[src/rtl/bop_resolver.sv]
// Purpose: consumer end of the buffer-of-predictions; checks each MA-stage
//          prediction against its resolved outcome and repairs mispredicts.
// Latency: pop/stall are combinational; redirect/flush/update follow one cycle later.
// Backpressure: stalls MA while a predicted instruction's BOP entry is not at the
//          head; gives up after WAIT_MAX waiting cycles and repairs as a mispredict.
//
// Ports:
//   s_clk_i, s_reset_i (sync, active-high), s_flush_i (external flush)
//   s_ma_*            : instruction in MA (valid/pred/toc/rvc/pc/resolved target)
//   s_bop_data_i/ready: BOP head entry; s_bop_pop_o pops it, s_bop_flush_o empties it
//   s_stall_o         : hold MA
//   s_redirect_o/addr : fetch redirect
//   s_upd_*           : predictor update (clear=1 invalidates, 0 writes target)
//   s_mispred_cnt_o   : saturating mispredict count; s_fault_o: sticky timeout flag
module bop_resolver #(
  parameter int unsigned PW       = 31,
  parameter int unsigned WAIT_MAX = 7,
  parameter int unsigned CW       = 16
) (
  input  logic          s_clk_i,
  input  logic          s_reset_i,
  input  logic          s_flush_i,
  input  logic          s_ma_valid_i,
  input  logic          s_ma_pred_i,
  input  logic          s_ma_toc_i,
  input  logic          s_ma_rvc_i,
  input  logic [31:0]   s_ma_pc_i,
  input  logic [31:0]   s_ma_target_i,
  input  logic [PW-1:0] s_bop_data_i,
  input  logic          s_bop_ready_i,
  output logic          s_bop_pop_o,
  output logic          s_bop_flush_o,
  output logic          s_stall_o,
  output logic          s_redirect_o,
  output logic [31:0]   s_redirect_addr_o,
  output logic          s_upd_valid_o,
  output logic          s_upd_clear_o,
  output logic [31:0]   s_upd_pc_o,
  output logic [31:0]   s_upd_target_o,
  output logic [CW-1:0] s_mispred_cnt_o,
  output logic          s_fault_o
);

  typedef enum logic [0:0] {ST_RUN, ST_WAIT} state_t;

  localparam logic [7:0] WAIT_MAX_C = 8'(WAIT_MAX);

  state_t        state_q, state_d;
  logic [7:0]    wait_cnt_q, wait_cnt_d;
  logic          resp_q, resp_d;          // one-cycle mispredict response pulse
  logic [31:0]   addr_q, addr_d;          // redirect address, also the update target
  logic          upd_clear_q, upd_clear_d;
  logic [31:0]   upd_pc_q, upd_pc_d;
  logic [CW-1:0] cnt_q, cnt_d;
  logic          fault_q, fault_d;

  logic        timeout;
  logic        resolve;
  logic        tgt_hit;
  logic        mispred;
  logic [31:0] seq_addr;
  logic [31:0] next_addr;

  // An external flush squashes the redirect/update but still empties the BOP.
  assign s_redirect_o  = resp_q & ~s_flush_i;
  assign s_upd_valid_o = resp_q & ~s_flush_i;
  assign s_bop_flush_o = resp_q | s_flush_i;

  assign timeout = (state_q == ST_WAIT) && (wait_cnt_q == WAIT_MAX_C) && !s_bop_ready_i;

  // While a redirect is on the way out, the instruction in MA is younger
  // than the mispredict and is about to be squashed, so it is ignored.
  assign s_stall_o = s_ma_valid_i & s_ma_pred_i & ~s_bop_ready_i & ~s_flush_i
                   & ~s_redirect_o & ~timeout;
  assign resolve   = s_ma_valid_i & ~s_stall_o & ~s_flush_i & ~s_redirect_o;
  assign s_bop_pop_o = resolve & s_ma_pred_i & s_bop_ready_i;

  assign tgt_hit   = (s_bop_data_i == s_ma_target_i[PW:1]);
  assign seq_addr  = s_ma_pc_i + (s_ma_rvc_i ? 32'd2 : 32'd4);
  assign next_addr = s_ma_toc_i ? s_ma_target_i : seq_addr;

  // A resolve with pred set and no ready entry can only be the timeout case,
  // so the target comparison is only meaningful when timeout is low.
  assign mispred = resolve & (timeout
                            | (s_ma_pred_i & s_ma_toc_i & ~tgt_hit)
                            | (s_ma_pred_i ^ s_ma_toc_i));

  always_comb begin
    state_d     = s_stall_o ? ST_WAIT : ST_RUN;
    wait_cnt_d  = 8'd0;
    resp_d      = mispred;
    addr_d      = addr_q;
    upd_clear_d = upd_clear_q;
    upd_pc_d    = upd_pc_q;
    cnt_d       = cnt_q;
    fault_d     = fault_q | (resolve & timeout);

    // Counter only advances for stalled cycles spent in WAIT; the cycle that
    // enters WAIT leaves it at zero.
    if (s_stall_o && state_q == ST_WAIT) begin
      wait_cnt_d = wait_cnt_q + 8'd1;
    end

    if (mispred) begin
      addr_d      = next_addr;
      upd_clear_d = timeout | ~s_ma_toc_i;
      upd_pc_d    = s_ma_pc_i;
      if (cnt_q != {CW{1'b1}}) begin
        cnt_d = cnt_q + CW'(1);
      end
    end
  end

  always_ff @(posedge s_clk_i) begin
    if (s_reset_i) begin
      state_q     <= ST_RUN;
      wait_cnt_q  <= 8'd0;
      resp_q      <= 1'b0;
      addr_q      <= 32'd0;
      upd_clear_q <= 1'b0;
      upd_pc_q    <= 32'd0;
      cnt_q       <= '0;
      fault_q     <= 1'b0;
    end else begin
      state_q     <= state_d;
      wait_cnt_q  <= wait_cnt_d;
      resp_q      <= resp_d;
      addr_q      <= addr_d;
      upd_clear_q <= upd_clear_d;
      upd_pc_q    <= upd_pc_d;
      cnt_q       <= cnt_d;
      fault_q     <= fault_d;
    end
  end

  assign s_redirect_addr_o = addr_q;
  assign s_upd_target_o    = addr_q;
  assign s_upd_clear_o     = upd_clear_q;
  assign s_upd_pc_o        = upd_pc_q;
  assign s_mispred_cnt_o   = cnt_q;
  assign s_fault_o         = fault_q;

endmodule

[config.mk]
export PLATFORM = sky130hd
export DESIGN_NAME = bop_resolver
export DESIGN_NICKNAME = d
export VERILOG_FILES = /design/src/rtl/bop_resolver.sv
export SDC_FILE = /design/constraint.sdc
export NUM_CORES = 1
export LEC_CHECK = 0
export ABC_AREA = 1
export CAP_MARGIN = 10
export CORE_MARGIN = 2
export CORE_UTILIZATION = 46
export CTS_BUF_LIST = sky130_fd_sc_hd__clkbuf_2
export CTS_CLUSTER_SIZE = 20
export DETAILED_ROUTE_END_ITERATION = 10
export PLACE_DENSITY = 0.83
export SLEW_MARGIN = 20
export SYNTH_ARGS = -nofsm -noshare
export SYNTH_HDL_FRONTEND = slang
export SYNTH_SLANG_ARGS = --single-unit
[constraint.sdc]
create_clock -name s_clk_i -period 2.5 [get_ports s_clk_i]
set_input_delay 0.5 -clock s_clk_i [delete_from_list [all_inputs] [get_ports s_clk_i]]
set_output_delay 0.5 -clock s_clk_i [all_outputs]
set_load 0.05 [all_outputs]
After elaboration in Yosys (flattened, before gate mapping) --
Cells that the tools add are included.
Cells by class: $add $sub $neg 3, equal/unequal tests 3, mux-type cells 3, bitwise gates (word level) 29, reductions and logical operators 6
Operators by type and width (count):
- $add 32x3->32 | 1
- $mux 32 | 1
- $eq 31x31->1 | 1
- $add 16x1->16 const B | 1
- $ne 16x16->1 const B | 1
- $and 1x1->1 | 15
- $add 8x1->8 const B | 1
- $eq 8x3->1 const B | 1
- $not 1->1 | 8
- $or 1x1->1 | 5
- $logic_and 1x1->1 | 3
- $mux 3 | 1
- $reduce_and 2->1 | 1
- $reduce_or 2->1 | 1
- $logic_not 1->1 | 1
- $mux 1 | 1
- $xor 1x1->1 | 1
Storage, ports and cells: bits in registers 92, bits of input ports 103, output and inout port bits 119, word-level logic and storage cells 52

Depth between registers and ports, before layout --
Gate-level depths: netlist (run 1).
depth in word-level cells 11, depth in mapped cells 16, mapped depth without buffers 16

Least setup slack after synthesis (run 1) --
No wires, ideal clock.
kind input -> output, start point input s_flush_i, end point output s_bop_pop_o, arrival 1844 ps, data required time 2000 ps, setup slack 156 ps, cell stages on the path 3, buffers on the path 0, cell sequence inv_1 nand3_1 nor3_1
On the way: longest elaborated chain between the ends 11, elaborated cells on any way between the ends 12, classes of those cells bitwise (12)
Ends and longest elaborated chain:
- start: declaration | line 22 | input logic s_flush_i,
- $not 1->1 * | line 65, 73, 75
- $and 1x1->1 | line 65 | assign s_redirect_o = resp_q & ~s_flush_i;
- $not 1->1 | line 74, 75
- $and 1x1->1 (2 in a row) | line 74 | & ~s_redirect_o & ~timeout;
- $not 1->1 | line 75 | assign resolve = s_ma_valid_i & ~s_stall_o & ~s_flush_i & ~s_redirect_o;
- $and 1x1->1 (2 in a row) | line 75
- $and 1x1->1 * | line 75
- $and 1x1->1 * (2 in a row) | line 76 | assign s_bop_pop_o = resolve & s_ma_pred_i & s_bop_ready_i;
- end: declaration | line 31 | output logic s_bop_pop_o,
Every way passes the cells marked *; elsewhere a longest branch is shown, timed or not.

Worst setup path after layout (run 1) --
start point register upd_clear_q, in the netlist s_upd_clear_o, end point output s_upd_clear_o
RTL lines:
- start: declaration | line 52 | logic upd_clear_q, upd_clear_d;
- start signal: assignment | line 129 | upd_clear_q <= upd_clear_d;
- end: declaration | line 37 | output logic s_upd_clear_o,
No word-level cell between the ends.

==> impl_metrics.yaml, run 1 <==
floorplanning:
  ioPinCount: 222
  die_y_um: 116
  fp-row-count: 40
  initial_core_util_pct: 47.7
  core-area_um2: 12100
  die_w_um: 116
  die_area_um2: 13500
global_route:
  grt_start_max_net_pins: 52
  grt_pass1_vias: 5942
  grt_pass1_wl_um: 29200
  grtUsageTotal_pct: 28.0
  antenna_found_initial: 1
  overflow: 0
yosys:
  yosys-top-cells-count: "nand2_1 (249), nor2_1 (201), dfxtp_1 (92), inv_1 (92), o21ai_0 (58)"
  synth_area_leader_cell: "dfxtp_1"
  synthesis.nets: 1040
  synth_area_um2: 5780
  yosys_warnings: 0
  ys_seq_area_share_pct: 31.9
  yosysMostFrequentCell: "nand2_1"
  syn_avg_cell_area_um2: 6.20
  synth_top_area_share_pct: 31.9
  synth_edf_count: 0
  ys_types: 35
  synth-seq-cells: 92
  ys_top_cells_by_area: "dfxtp_1 (32%), nand2_1 (16%), nor2_1 (13%)"
  ys.flop_type: "dfxtp_1"
  async_reset_ff_share_pct: 0
  syn_inst: 931
setup_path:
  required_ps: 2000
  arrival_ps: 1930
  crit_path_start: "s_upd_clear_o"
  crit_buf_inv: 1
  cp_max_fo: 2
  r2r_start: "wait_cnt_q[1]"
  critical-path-top-delay-family: "buffers and inverters"
  critical_path_class: "reg2out"
  cp-end-kind: "primary output"
  cp-start-kind: "register"
  slowest_stage: "clkdlybuf4s50_1"
  cpPeakStageDelay_ps: 880
  path_cells: "clkdlybuf4s50_1"
sta:
  fin_crit_sh_pct: 97.1
  slew_violations: 0
  finClkSkew_ps: 17.6
  setup_slack_ps: 72.6
  tns_ps: 0
  timing.hold.ws_ps: 504
  fmax_ghz: 0.412
  slew_headroom_pct: 59.4
  hold_viol_final: 0
  rsz0062_at_grt: "true"
  period_needed_ps: 2430
  setup_viol: 0
  tightest_slew_ps: 607
route:
  drt.antenna.violating_nets: 0
  totalWireLength_um: 19000
  routed_via_density: 4.91
  drcViolationCount: 0
  vias: 6606
  firstDrtPassIters: 5
  drt-wirelength-per-cell_um: 14.1
  drt-initial-drc-count: 381
cts:
  cts_num_sinks: 92
  root_buffer: "clkbuf_2"
  clkTransAtPathRegs_ps: 260
  cts_max_level: 3
  clockBufferDepth: 2
  cts_tree: "done"
  cts_buffers: 9
  clk_latency_ps: 620
cells_and_area:
  drive_gt1_share_pct: 9.69
  multi_input_area_um2: 3170
  fin_area_um2: 8560
  seq_area_um2: 1850
  nets: 1280
  area_delta_synth_final_pct: 48.1
  num-fill-cells: 1059
place:
  gp_congestion: 0.918
  portBuffers: 221
  place_area_um2: 8370
  dpl_worst_slack_ps: -421
  hpwl_um: 14900
power_and_ir_drop:
  power_per_cell_area_nw_per_um2: 420
  p_total_mw: 3.60
  ir_drop_mv: 0.248
  p_leak_nw: 3.83
min_path:
  min-delay-start: "s_fault_o"
  min_path_type: "reg2reg"
run:
  drv_cap: 0
outcome:
  outcome: "completed"
## repair_timing
action | in CTS | in global routing
endpoints found under the setup margin | 2 | 9
pin swaps | 1 | 2
hold endpoints to repair | 0 | 0
resized for setup | 5 | 14
hold buffers | 0 | 0
buffers inserted | 2 | 3
cloned | 0 | 0
## logic make-up (layout without fill, tap and decap cells)
kind of cell | after synthesis | in the layout | synth area share [%]
xor+xnor | 41 | 41 | 6.22
other cells | 0 | 1 | 0
fa+ha+maj | 6 | 6 | 1.43
compound gates | 77 | 77 | 6.85
simple gates | 552 | 552 | 39.8
buf+inv | 163 | 408 | 13.9
flops | 92 | 92 | 31.9
## cells in the final DEF (no fill, tap or decap), drive strengths merged
cell type,synthesis,final
nand2,251,251
clkdlybuf4s50,0,207
nor2,205,205
inv,95,95
dfxtp,92,92
buf,49,80
o21ai,59,59
nand3,47,47
xnor2,26,26
nor3,24,24
nand4,19,19
xor2,15,15
a21oi,13,13
clkbuf,18,10
dlymetal6s2s,0,8
clkinv,1,7
nand3b,5,5
ha,5,5
a31oi,2,2
o21a,2,2
diode,0,1
nor3b,1,1
a22oi,1,1
fa,1,1
dlygate4sd2,0,1
## sequential cells by signal, summed over array words and instances, names as in the netlist
name and cells:
s_fault_o 1, s_redirect_addr_o 32, s_upd_pc_o 32, wait_cnt_q 8, resp_q 1, state_q 1
s_upd_clear_o 1, s_mispred_cnt_o 16
## final timing paths
| kind | slack (ps) | to | cells after the start |
|---|---|---|---|
| max | 70 | s_upd_clear_o | 1 |
| min | 500 | s_fault_o | 2 |
| max reg2reg | 340 | s_redirect_addr_o[10] | 13 |
| min reg2reg | 500 | s_fault_o | 2 |
## routing by layer
metal  routed length, um  track usage (%)  up-vias
met2                9170             48.7      265
met5                   0                0        -
met4                 440             11.1        0
met3                1380             4.86       29
met1                7960             34.5     2970
li1                    -                -     3342
## report_power, final
group | internal, mW | leakage (nW) | switching (mW)
logic | 0.539 | 3.02 | 0.796
registers | 1.54 | 0.752 | 0.0555
clock network | 0.126 | 0.0605 | 0.534
## area by class of cell
cell class                      count  area share, %
Antenna cell                        1         0.0292
Clock buffer                       10          0.585
Clock inverter                      6          0.366
Inverter                           96           4.27
Multi-Input combinational cell    676           37.0
Sequential cell                    92           21.6
Tap cell                          168           2.46
Timing Repair Buffer              296           33.7
## per-stage QoR
stage                     std cells  util (%)
after global placement         1323      69.1
after floorplan                 931         -
after detailed placement       1323      69.1
final                          1345      70.6
after CTS                      1341      70.0
after global routing           1345      70.6
No activity file was read; power rests on OpenSTA's default activity.
==> run 2, diff against run 1 <==
SLEW_MARGIN = 10   (was 20)
==> results of run 2 <==
No change in the layout: final DEF, timing and power equal those of run 1.
==> run 3, diff against run 2 <==
CORE_UTILIZATION = 49   (was 46)
PLACE_DENSITY = 0.88   (was 0.83)
clock period = 2.9 ns   (was 2.5 ns; I/O delays follow)
==> impl_metrics.yaml, run 3 (synthesized netlist as in run 1, its figures left out) <==
power_and_ir_drop:
  p_total_mw: 3.21
  ir_drop_mv: 0.305
  power_per_cell_area_nw_per_um2: 397
  p_leak_nw: 3.42
cells_and_area:
  post-route-util_pct: 70.4
  num-fill-cells: 996
  nets: 1228
  layout_common_cells: "nand2_1 (249), clkdlybuf4s50_1 (219), nor2_1 (201), dfxtp_1 (92), inv_1 (91)"
  final_common_cell: "nand2_1"
  drive_gt1_share_pct: 4.63
  area_delta_synth_final_pct: 39.8
  final_cell_count_no_fill: 1267
route:
  drt-initial-drc-count: 522
  drt.antenna.violating_nets: 0
  firstDrtPassIters: 7
  drt-wirelength-per-cell_um: 14.2
  totalWireLength_um: 17900
  vias: 6432
  routed_via_density: 5.08
  drcViolationCount: 0
cts:
  cts_resized: 0
  clockBufferDepth: 2
  root_buffer: "clkbuf_2"
  hold_buffers: 0
  cts_num_sinks: 92
  cts_max_level: 3
  clkTransAtPathRegs_ps: 230
  cts_setup_buffers: 0
  cts_buffers: 9
  cts_tree: "done"
  clk_latency_ps: 650
setup_path:
  cpPeakStageDelay_ps: 820
  critical_path_class: "reg2out"
  crit_buf_inv: 2
  cp-end-kind: "primary output"
  slowest_stage: "clkdlybuf4s50_1"
  crit_path_start: "resp_q"
  crit_cells: 3
  required_ps: 2320
  path_cells: "inv_1 > nor2_1 > clkdlybuf4s50_1"
  critPathCapture: "s_redirect_o"
  r2r_setup_slack_ps: 680
  critical-path-top-delay-family: "buffers and inverters"
  worstReg2RegEnd: "s_redirect_addr_o[10]"
  arrival_ps: 2000
  r2r_cells: 12
  cp-start-kind: "register"
  r2r_start: "wait_cnt_q[0]"
  cp_max_fo: 3
floorplanning:
  die_w_um: 113
  die_y_um: 113
  ioPinCount: 222
  initial_core_util_pct: 50.4
  die_area_um2: 12700
  fp-row-count: 39
  core-area_um2: 11500
run:
  drv_cap: 0
min_path:
  min_path_type: "reg2reg"
  min-delay-start: "wait_cnt_q[0]"
sta:
  setup_viol: 0
  rsz0062_at_grt: "false"
  slew_violations: 0
  fin_crit_sh_pct: 89.0
  hold_viol_final: 0
  tightest_slew_ps: 581
  slew_headroom_pct: 61.2
  period_needed_ps: 2580
  fmax_ghz: 0.388
  finClkSkew_ps: 29.6
  tns_ps: 0
global_route:
  grtUsageTotal_pct: 28.4
  overflow: 0
  antenna_found_initial: 1
  grt_pass1_wl_um: 28700
  grt_start_max_net_pins: 52
  grt_pass1_vias: 5594
place:
  hpwl_um: 14100
  dpl.cell_count: 1251
  gp_congestion: 0.943
  portBuffers: 221
outcome:
  outcome: "completed"
-- run 3: where the power goes --
part / total (mW) / switching [mW] / leakage, nW / internal (mW)
logic: 1.09 / 0.674 / 2.59 / 0.420
clock network: 0.736 / 0.462 / 0.0745 / 0.274
registers: 1.38 / 0.0460 / 0.750 / 1.33
total: 3.21 / 1.18 / 3.42 / 2.03
-- run 3: per-stage QoR --
step	instance area, um^2	worst slack [ps]	hold slack (ps)
after floorplan	5780	396	418
after global placement	7950	-9.99	432
after detailed placement	7950	-44.6	438
after CTS	8070	285	471
after global routing	8070	153	501
final	8070	320	467
-- run 3: final cells by class --
class	count	area (um^2)	area share [%]
diodes	1	2.50	0.0310
inverters	96	363	4.49
well taps	143	179	2.22
clock buffers	9	45.0	0.558
multi-input cells	676	3130	38.8
repair buffers	244	2430	30.1
clock inverters	6	80.1	0.992
flip-flops and latches	92	1840	22.8
-- run 3: worst min path at each step --
stage / to / slack, ps / cells past startpoint
after floorplan: wait_cnt_q[0] / 420 / 1
after global placement: wait_cnt_q[0] / 430 / 1
after detailed placement: wait_cnt_q[0] / 440 / 1
after CTS: wait_cnt_q[0] / 470 / 1
after global routing: wait_cnt_q[0] / 500 / 1
final: wait_cnt_q[0] / 470 / 1
-- run 3: worst reg2reg max path: stages, from the launching register on --
cell     delay (ps)
dfxtp_1         410
ha_1            190
nand3_1         120
nor3_4          260
inv_2            70
nand3_2          80
inv_2            80
nor2_8          110
nand2_4         170
inv_4           450
nand2_1         110
nand2_1          80
nor2_1           40
-- run 3: layer usage --
metal / GRT usage [%] / vias to the layer above / routed length [um]
met5: 0 / - / 0
met2: 46.9 / 285 / 8450
met3: 5.24 / 32 / 1380
met4: 10.6 / 0 / 474
li1: - / 3237 / -
met1: 37.0 / 2878 / 7640
